$ cat src/rtl/seq_det_pkg.sv
// Shared types and helpers for the parameterised serial sequence detector.
package seq_det_pkg;

  typedef enum logic [1:0] {
    UNCFG = 2'd0,
    HUNT  = 2'd1,
    HIT   = 2'd2
  } state_t;

  // Width needed to hold a pattern length of 0..max_len.
  function automatic int unsigned len_w(input int unsigned max_len);
    return $clog2(max_len + 1);
  endfunction

endpackage

$ cat src/rtl/seq_det_sat_cnt.sv
// Saturating match counter with synchronous clear; a same-cycle increment wins over the clear, giving 1.
module seq_det_sat_cnt #(
  parameter int unsigned CNT_W = 8
) (
  input  logic             clk,
  input  logic             rst,
  input  logic             inc,
  input  logic             clr,
  output logic [CNT_W-1:0] cnt
);

  localparam logic [CNT_W-1:0] CNT_MAX = '1;

  always_ff @(posedge clk or negedge rst) begin
    if (!rst) begin
      cnt <= '0;
    end else if (clr) begin
      cnt <= inc ? CNT_W'(1) : '0;
    end else if (inc && (cnt != CNT_MAX)) begin
      cnt <= cnt + CNT_W'(1);
    end
  end

endmodule

$ cat src/rtl/seq_detect_param.sv
// Serial pattern detector with runtime pattern/length/overlap configuration.
// Define SEQ_DET_CNT_EN to build the saturating match counter; otherwise match_cnt reads 0.
module seq_detect_param
  import seq_det_pkg::*;
#(
  parameter int unsigned MAX_LEN = 8,
  parameter int unsigned CNT_W   = 8
) (
  input  logic                        clk,
  input  logic                        rst,
  input  logic                        in_valid,
  input  logic                        in_bit,
  input  logic                        cfg_we,
  input  logic [MAX_LEN-1:0]          cfg_pattern,
  input  logic [len_w(MAX_LEN)-1:0]   cfg_len,
  input  logic                        cfg_overlap,
  input  logic                        cnt_clr,
  output logic                        match,
  output logic [CNT_W-1:0]            match_cnt,
  output logic                        armed
);

  localparam int unsigned LEN_W = len_w(MAX_LEN);

  state_t             state;
  logic [MAX_LEN-1:0] pat;
  logic [LEN_W-1:0]   len;
  logic               ovl;
  logic [MAX_LEN-1:0] hist;
  logic [LEN_W-1:0]   fill;

  logic [MAX_LEN-1:0] mask_c;
  logic [MAX_LEN-1:0] hist_nxt_c;
  logic [LEN_W-1:0]   fill_nxt_c;
  logic               accept_c;
  logic               hit_c;
  logic               len_ok_c;

  // Candidate history/fill for an accepted bit and the hit decision on them.
  always_comb begin
    mask_c = '0;
    for (int unsigned i = 0; i < MAX_LEN; i++) begin
      mask_c[i] = (i < 32'(len));
    end
    accept_c   = in_valid && !cfg_we && (state != UNCFG);
    hist_nxt_c = {hist[MAX_LEN-2:0], in_bit};
    fill_nxt_c = (fill < len) ? fill + LEN_W'(1) : len;
    hit_c      = accept_c && (fill_nxt_c >= len) &&
                 (((hist_nxt_c ^ pat) & mask_c) == '0);
    len_ok_c   = (cfg_len != '0) && (cfg_len <= LEN_W'(MAX_LEN));
  end

  // Detector FSM; match/armed are registered copies of the next-state decode.
  always_ff @(posedge clk or negedge rst) begin
    if (!rst) begin
      state <= UNCFG;
      pat   <= '0;
      len   <= '0;
      ovl   <= 1'b0;
      hist  <= '0;
      fill  <= '0;
      match <= 1'b0;
      armed <= 1'b0;
    end else if (cfg_we) begin
      pat   <= cfg_pattern;
      len   <= cfg_len;
      ovl   <= cfg_overlap;
      hist  <= '0;
      fill  <= '0;
      state <= len_ok_c ? HUNT : UNCFG;
      match <= 1'b0;
      armed <= len_ok_c;
    end else if (state != UNCFG) begin
      if (accept_c) begin
        hist <= hist_nxt_c;
        fill <= (hit_c && !ovl) ? '0 : fill_nxt_c;
      end
      state <= hit_c ? HIT : HUNT;
      match <= hit_c;
      armed <= 1'b1;
    end
  end

`ifdef SEQ_DET_CNT_EN
  seq_det_sat_cnt #(
    .CNT_W(CNT_W)
  ) u_cnt (
    .clk(clk),
    .rst(rst),
    .inc(hit_c),
    .clr(cnt_clr),
    .cnt(match_cnt)
  );
`else
  logic unused_cnt_clr;
  assign unused_cnt_clr = cnt_clr;
  assign match_cnt      = '0;
`endif

endmodule

$ cat config.mk
export PLATFORM = sky130hd
export DESIGN_NAME = seq_detect_param
export DESIGN_NICKNAME = d
export VERILOG_FILES = /design/src/rtl/seq_det_pkg.sv /design/src/rtl/seq_det_sat_cnt.sv /design/src/rtl/seq_detect_param.sv
export SDC_FILE = /design/constraint.sdc
export NUM_CORES = 1
export LEC_CHECK = 0
export CAP_MARGIN = 15
export CORE_ASPECT_RATIO = 1.1
export CORE_MARGIN = 3
export CORE_UTILIZATION = 66
export DETAILED_ROUTE_END_ITERATION = 8
export DONT_BUFFER_PORTS = 1
export PLACE_DENSITY = 0.82
export SLEW_MARGIN = 10
export SYNTH_ARGS = -nofsm -noshare
export SYNTH_HDL_FRONTEND = slang
export SYNTH_HIERARCHICAL = 1
export SYNTH_SLANG_ARGS = --single-unit
$ cat constraint.sdc
create_clock -name clk -period 8.56 [get_ports clk]
set_input_delay 1.284 -clock clk [delete_from_list [all_inputs] [get_ports clk]]
set_output_delay 1.284 -clock clk [all_outputs]
set_load 0.02 [all_outputs]
Word level (Yosys, flattened, before mapping). Index checks and enable logic that the tools add are counted. W data, S select, Z words.

Word-level logic and storage cells: 52. Input bits: 19. Register bits after elaboration: 28. Output and inout port bits: 10.

Reductions and logical operators: 14. $add $sub $neg: 1. Bitwise logic cells: 2. Muxes and demuxes: 16. Order comparisons: 11.

Operators by type and width (number): $mux W7 (3); $mux W4 (5); $lt A3 B4 Y1 const A (4); $and A8 B8 Y8 (1); $logic_not A8 Y1 (1); $lt A1 B4 Y1 const A (2); $lt A2 B4 Y1 const A (2); $xor A8 B8 Y8 (1); $logic_and A1 B1 Y1 (6); $mux W2 (3); $reduce_bool A2 Y1 (3); $mux W1 (5); $add A4 B1 Y4 const B (1); $ge A4 B4 Y1 (1); $le A4 B4 Y1 const B (1); $lt A4 B4 Y1 (1); $reduce_bool A4 Y1 (1); $logic_not A1 Y1 (2); $reduce_and A2 Y1 (1).

Logic depth before layout (Yosys ltp).
Depth after elaboration: 10. Depth in mapped cells: 13. Mapped depth without buffers: 13.

Least setup slack after synthesis. OpenSTA, ideal clock, no wires.

Kind: reg-to-reg. Start point: register len[3]. End point: register state[0]. Data arrival time: 2.600 ns. Setup slack: 5.874 ns. Path buffers: 0. Stages on the path, launching flop included: 14. Period minus slack after synthesis: 2.686 ns. Data required time: 8.474 ns. Setup time: 0.086 ns. Cell sequence: dfrtp_1 > inv_2 > ha_1 > o21a_1 > nor2_1 > a21oi_2 > mux2i_1 > inv_1 > ha_1 > nand2b_1 > a2111oi_2 > nor4b_2 > and3_1 > nor3_1.

Longest elaborated chain between the ends: 8. Elaborated cells between the ends (all ways): 18. Those cells by class: 10 x order compare; 4 x mux; 1 x bitwise; 3 x reduce/logical.

RTL lines: start: declaration (RTL line seq_detect_param.sv:27) `logic [LEN_W-1:0] len;`; start signal: assignment (RTL line seq_detect_param.sv:66) `len <= cfg_len;`; $lt A4 B4 Y1 (RTL line seq_detect_param.sv:47) `fill_nxt_c = (fill < len) ? fill + LEN_W'(1) : len;`; $mux W4 (RTL line seq_detect_param.sv:47); $ge A4 B4 Y1 (RTL line seq_detect_param.sv:48) `hit_c = accept_c && (fill_nxt_c >= len) &&`; $logic_and A1 B1 Y1 (RTL line seq_detect_param.sv:48); $logic_and A1 B1 Y1 (*) (RTL line seq_detect_param.sv:48); $mux W2 (*) (RTL line seq_detect_param.sv:78) `state <= hit_c ? HIT : HUNT;`; $mux W2 (*) (RTL line seq_detect_param.sv:73) `end else if (state != UNCFG) begin`; $mux W2 (*) (RTL line seq_detect_param.sv:64) `end else if (cfg_we) begin`; end signal: assignment (RTL line seq_detect_param.sv:70) `state <= len_ok_c ? HUNT : UNCFG;`; end signal: assignment (RTL line seq_detect_param.sv:78); end: declaration (RTL line seq_detect_param.sv:25) `state_t state;`.

Mark *: on every way between the ends. The rest lies on a longest branch, timed or not. The select of a mux whose other input is x is not followed. A chain may end at the register's enable or synchronous reset.

Worst setup path in the final report.
Start point: register len[2]. End point: register state[0].

Same word-level chain as after synthesis.

==> impl_metrics.xml <==
<?xml version="1.0" encoding="UTF-8"?>
<metrics>
  <group name="run_status">
    <metric name="result_of_the_run" unit="">finished, final reports clean</metric>
  </group>
  <group name="critical_path">
    <metric name="cp_data_arrival_time" unit="ns">3.32</metric>
    <metric name="r2r.worst_path.cells" unit="">13</metric>
    <metric name="r2r_slack" unit="ns">5.48</metric>
    <metric name="crit_path_start" unit="">len[2]</metric>
    <metric name="crit_family" unit="">compound AO/OA/AOI/OAI gates</metric>
    <metric name="reg2reg_from" unit="">len[2]</metric>
    <metric name="critPathLaunchType" unit="">flop</metric>
    <metric name="critPathRequiredTime" unit="ns">8.81</metric>
    <metric name="slowest_stage" unit="">sky130_fd_sc_hd__dfrtp_1</metric>
    <metric name="worst_path_buf_inv" unit="">2</metric>
    <metric name="setup.worst_path.end" unit="">state[0]</metric>
    <metric name="critPathKind" unit="">reg2reg</metric>
    <metric name="regToRegEndpoint" unit="">state[0]</metric>
    <metric name="critical_path.cell_chain" unit="">inv_1 -&gt; ha_1 -&gt; o21a_1 -&gt; nor2_1 -&gt; a21oi_2 -&gt; mux2i_1 -&gt; inv_1 -&gt; ha_1 -&gt; nand2b_1 -&gt; a2111oi_2 -&gt; nor4b_2 -&gt; and3_1 -&gt; nor3_1</metric>
    <metric name="cp_endpoint_kind" unit="">flop</metric>
    <metric name="path_max_fanout" unit="">6</metric>
    <metric name="path_depth" unit="">13</metric>
    <metric name="maximum_cell_stage_delay_along_the_critical_path" unit="ns">0.44</metric>
  </group>
  <group name="cells_and_area">
    <metric name="layout-area-overhead-vs-synth" unit="%">1.005</metric>
    <metric name="final_core_util" unit="">0.7239</metric>
    <metric name="diode_insertion_count_for_antenna_repair" unit="">0</metric>
    <metric name="design_area" unit="sq um">1509</metric>
    <metric name="fin_nets" unit="">156</metric>
    <metric name="post_route_cells_drive_above_1_share" unit="">0.2109</metric>
  </group>
  <group name="drt">
    <metric name="number_of_design_rule_violations_left_by_the_first_detailed_router_iteration" unit="">14</metric>
    <metric name="drt_pre_antenna_iters" unit="">4</metric>
    <metric name="ant_nets" unit="">0</metric>
    <metric name="drt_via_density" unit="">6.064</metric>
    <metric name="routedWlPerCell" unit="um">16.63</metric>
    <metric name="post-route-drc-count" unit="">0</metric>
    <metric name="totalWireLength" unit="um">2595</metric>
    <metric name="vias" unit="">946</metric>
  </group>
  <group name="min_path">
    <metric name="hold_class" unit="">reg2reg</metric>
  </group>
  <group name="power">
    <metric name="leakage" unit="nW">0.7025</metric>
    <metric name="pwr_density_cell" unit="nW/um^2">168.6</metric>
    <metric name="vdd_drop_max" unit="mV">0.1440</metric>
  </group>
  <group name="grt">
    <metric name="grt_overflow_total" unit="">0</metric>
    <metric name="number_of_global_route_vias_before_repair" unit="">974</metric>
    <metric name="antenna_found_initial" unit="">0</metric>
    <metric name="global_route_wire_length_before_repair" unit="um">4498</metric>
    <metric name="grt_start_max_net_pins" unit="">28</metric>
    <metric name="grtUsageTotal" unit="">0.2030</metric>
  </group>
  <group name="clocking">
    <metric name="cts-resized-gates" unit="">0</metric>
    <metric name="root_buffer" unit="">sky130_fd_sc_hd__clkbuf_4</metric>
    <metric name="clk_pin_slew" unit="ns">0.14</metric>
    <metric name="cts_hold_buffers" unit="">0</metric>
    <metric name="clock_tree_from_tritoncts" unit="">built</metric>
    <metric name="cts.path.max_buffers" unit="">2</metric>
    <metric name="post-cts-setup-buffer-count" unit="">0</metric>
    <metric name="cts_made_buffers" unit="">3</metric>
    <metric name="h-tree-depth" unit="">1</metric>
    <metric name="clock_insertion_delay_at_the_later_pin_of_the_skew_report" unit="ns">0.32</metric>
    <metric name="cts.sinks" unit="">27</metric>
  </group>
  <group name="synth">
    <metric name="async_set_or_reset_flop_fraction_in_the_synthesized_netlist" unit="">1.000</metric>
    <metric name="yosysSeqAreaShare" unit="">0.4523</metric>
    <metric name="yosys.area.top_type_share" unit="">0.4523</metric>
    <metric name="most_common_flop_cell_mapped_by_yosys" unit="">sky130_fd_sc_hd__dfrtp_1</metric>
    <metric name="synth.avg_cell_area" unit="sq um">11.58</metric>
    <metric name="ys_types" unit="">36</metric>
    <metric name="syn_inst" unit="">129</metric>
    <metric name="yosysWarningCount" unit="">6</metric>
    <metric name="synth_area" unit="sq um">1494</metric>
    <metric name="ys_ff_latch" unit="">27</metric>
    <metric name="synth_area_leader_cell" unit="">sky130_fd_sc_hd__dfrtp_1</metric>
    <metric name="synth.top_cells.by_area" unit="">sky130_fd_sc_hd__dfrtp_1 (45%), sky130_fd_sc_hd__mux2_2 (7.5%), sky130_fd_sc_hd__ha_1 (6.7%)</metric>
    <metric name="synth-edff-count" unit="">0</metric>
  </group>
  <group name="sta">
    <metric name="setup_viol_count_final" unit="">0</metric>
    <metric name="headroom_to_the_max_slew_limit" unit="">0.4707</metric>
    <metric name="fin_crit_sh" unit="">0.3595</metric>
    <metric name="grt_setup_unrepaired" unit="">no</metric>
    <metric name="setup-tns-final" unit="ns">0</metric>
    <metric name="timing.clock.skew" unit="ns">0.005834</metric>
    <metric name="timing_max_transition_violations_final" unit="">0</metric>
    <metric name="final_period_minus_worst_setup_slack" unit="ns">3.077</metric>
    <metric name="tightestPinTransition" unit="ns">0.7910</metric>
    <metric name="hold_viol_final" unit="">0</metric>
    <metric name="clock.fmax" unit="GHz">0.3250</metric>
  </group>
  <group name="die">
    <metric name="floorplan.die.height" unit="um">55.90</metric>
    <metric name="core" unit="sq um">2085</metric>
    <metric name="initial_core_util" unit="">0.7167</metric>
    <metric name="floorplan_row_count" unit="">17</metric>
    <metric name="area_of_the_die" unit="sq um">2871</metric>
    <metric name="io_pins" unit="">29</metric>
    <metric name="chipWidth" unit="um">51.36</metric>
  </group>
  <group name="placement">
    <metric name="buffer_ports.inserted" unit="">0</metric>
    <metric name="dp.final_hpwl" unit="um">2041</metric>
    <metric name="dpl_cell_area" unit="sq um">1479</metric>
    <metric name="place_congestion" unit="">0.8286</metric>
  </group>
  <group name="flow_run">
    <metric name="cap_viol_max_count" unit="">0</metric>
  </group>
</metrics>
[kinds of logic (layout without fill, tap and decap cells)]
| kind of cell | Yosys count | in the layout | synth area share |
|---|---|---|---|
| adders and majority gates | 8 | 8 | 0.06700 |
| and+or+nand+nor | 21 | 21 | 0.08292 |
| buffers and inverters | 18 | 10 | 0.06616 |
| xor gates and xnor gates | 11 | 11 | 0.07454 |
| DFF | 27 | 27 | 0.4523 |
| muxes | 13 | 13 | 0.09548 |
| other | 1 | 8 | 0.002510 |
| AOI/OAI and AO/OA | 30 | 30 | 0.1591 |
[state kept, by name, summed over array words and instances, names as in the netlist]
| name | cells |
|---|---|
| pat | 8 |
| hist | 7 |
| fill | 4 |
| len | 4 |
| armed | 1 |
| match | 1 |
| ovl | 1 |
| state | 1 |
[layout by cell type, fill, tap and decap left out, types with 5 or more instances in the layout]
cell,Yosys,layout
sky130_fd_sc_hd__a22o_1,7,7
sky130_fd_sc_hd__conb_1,1,8
sky130_fd_sc_hd__dfrtp_1,27,27
sky130_fd_sc_hd__ha_1,8,8
sky130_fd_sc_hd__inv_1,5,5
sky130_fd_sc_hd__mux2_2,10,10
sky130_fd_sc_hd__nand2_1,6,6
sky130_fd_sc_hd__xnor2_1,6,6
[through the flow]
| step | setup slack, ns | cells | total power [W] | hold slack [ns] |
|---|---|---|---|---|
| 2_1_floorplan | 5.874 | 136 | 0.0001951 | 0.4729 |
| 3_3_place_gp | 5.598 | 152 | 0.0001984 | 0.4910 |
| 3_5_place_dp | 5.542 | 152 | 0.0002020 | 0.5016 |
| 4_1_cts | 5.494 | 156 | 0.0002551 | 0.5325 |
| 5_1_grt | 5.243 | 156 | 0.0002676 | 0.5492 |
| 6_report | 5.483 | 156 | 0.0002544 | 0.5273 |
[how the worst min path moves through the flow]
stage          startpoint  cells past startpoint   to  slack (ns)
2_1_floorplan         ovl                      1  ovl        0.47
3_3_place_gp          ovl                      1  ovl        0.49
6_report              ovl                      1  ovl        0.53
4_1_cts               ovl                      1  ovl        0.53
5_1_grt               ovl                      1  ovl        0.55
3_5_place_dp          ovl                      1  ovl        0.50
[cells in the mapped netlist (2+ instances only)]
| library cell | number |
|---|---|
| sky130_fd_sc_hd__inv_1 | 5 |
| sky130_fd_sc_hd__buf_4 | 8 |
| sky130_fd_sc_hd__o21a_1 | 2 |
| sky130_fd_sc_hd__ha_1 | 8 |
| sky130_fd_sc_hd__dfrtp_1 | 27 |
| sky130_fd_sc_hd__a31oi_1 | 2 |
| sky130_fd_sc_hd__o21ai_0 | 4 |
| sky130_fd_sc_hd__o21ai_1 | 2 |
| sky130_fd_sc_hd__nand2_1 | 6 |
| sky130_fd_sc_hd__xnor2_2 | 2 |
| sky130_fd_sc_hd__xnor2_1 | 6 |
| sky130_fd_sc_hd__nor2_1 | 3 |
| sky130_fd_sc_hd__xor2_1 | 3 |
| sky130_fd_sc_hd__clkbuf_1 | 3 |
| sky130_fd_sc_hd__mux2i_1 | 3 |
| sky130_fd_sc_hd__a22o_1 | 7 |
| sky130_fd_sc_hd__a32o_2 | 4 |
| sky130_fd_sc_hd__mux2_2 | 10 |
| sky130_fd_sc_hd__a21oi_1 | 4 |
| sky130_fd_sc_hd__nor3_1 | 4 |
[area by class of cell]
type                       instances  area (sq um)
fill                             158         575.6
multi-input combinational         91         745.7
clock buffer                       3         22.52
sequential                        27         675.6
tap                               28         35.03
clock inverter                     1         7.507
inverter                           6         22.52
[worst reg2reg max path: cells and delay by family (launching register included)]
family	cells	cell delay, ns
AO/OA/AOI/OAI	3	0.77
flip-flops	1	0.44
multiplexers	1	0.28
buffers and inverters	2	0.23
AND/OR/NAND/NOR	5	0.70
adder cells (fa/ha/maj)	2	0.59
[metal layers]
metal | GRT usage | wire length (um) | vias up
met1 | 0.2523 | 1102 | 466
li1 | - | - | 447
met5 | 0 | 0 | -
met4 | 0.04494 | 29 | 0
met2 | 0.3709 | 1375 | 26
met3 | 0.02145 | 88 | 7
[report_power, final]
| group | internal, W | total (W) | leakage (nW) | switching, W |
|---|---|---|---|---|
| logic | 0.0000259 | 0.0000540 | 0.347 | 0.0000281 |
| registers | 0.000136 | 0.000146 | 0.342 | 0.00000950 |
| clock network | 0.0000179 | 0.0000546 | 0.0139 | 0.0000367 |
No activity file was read; power rests on OpenSTA's default activity.
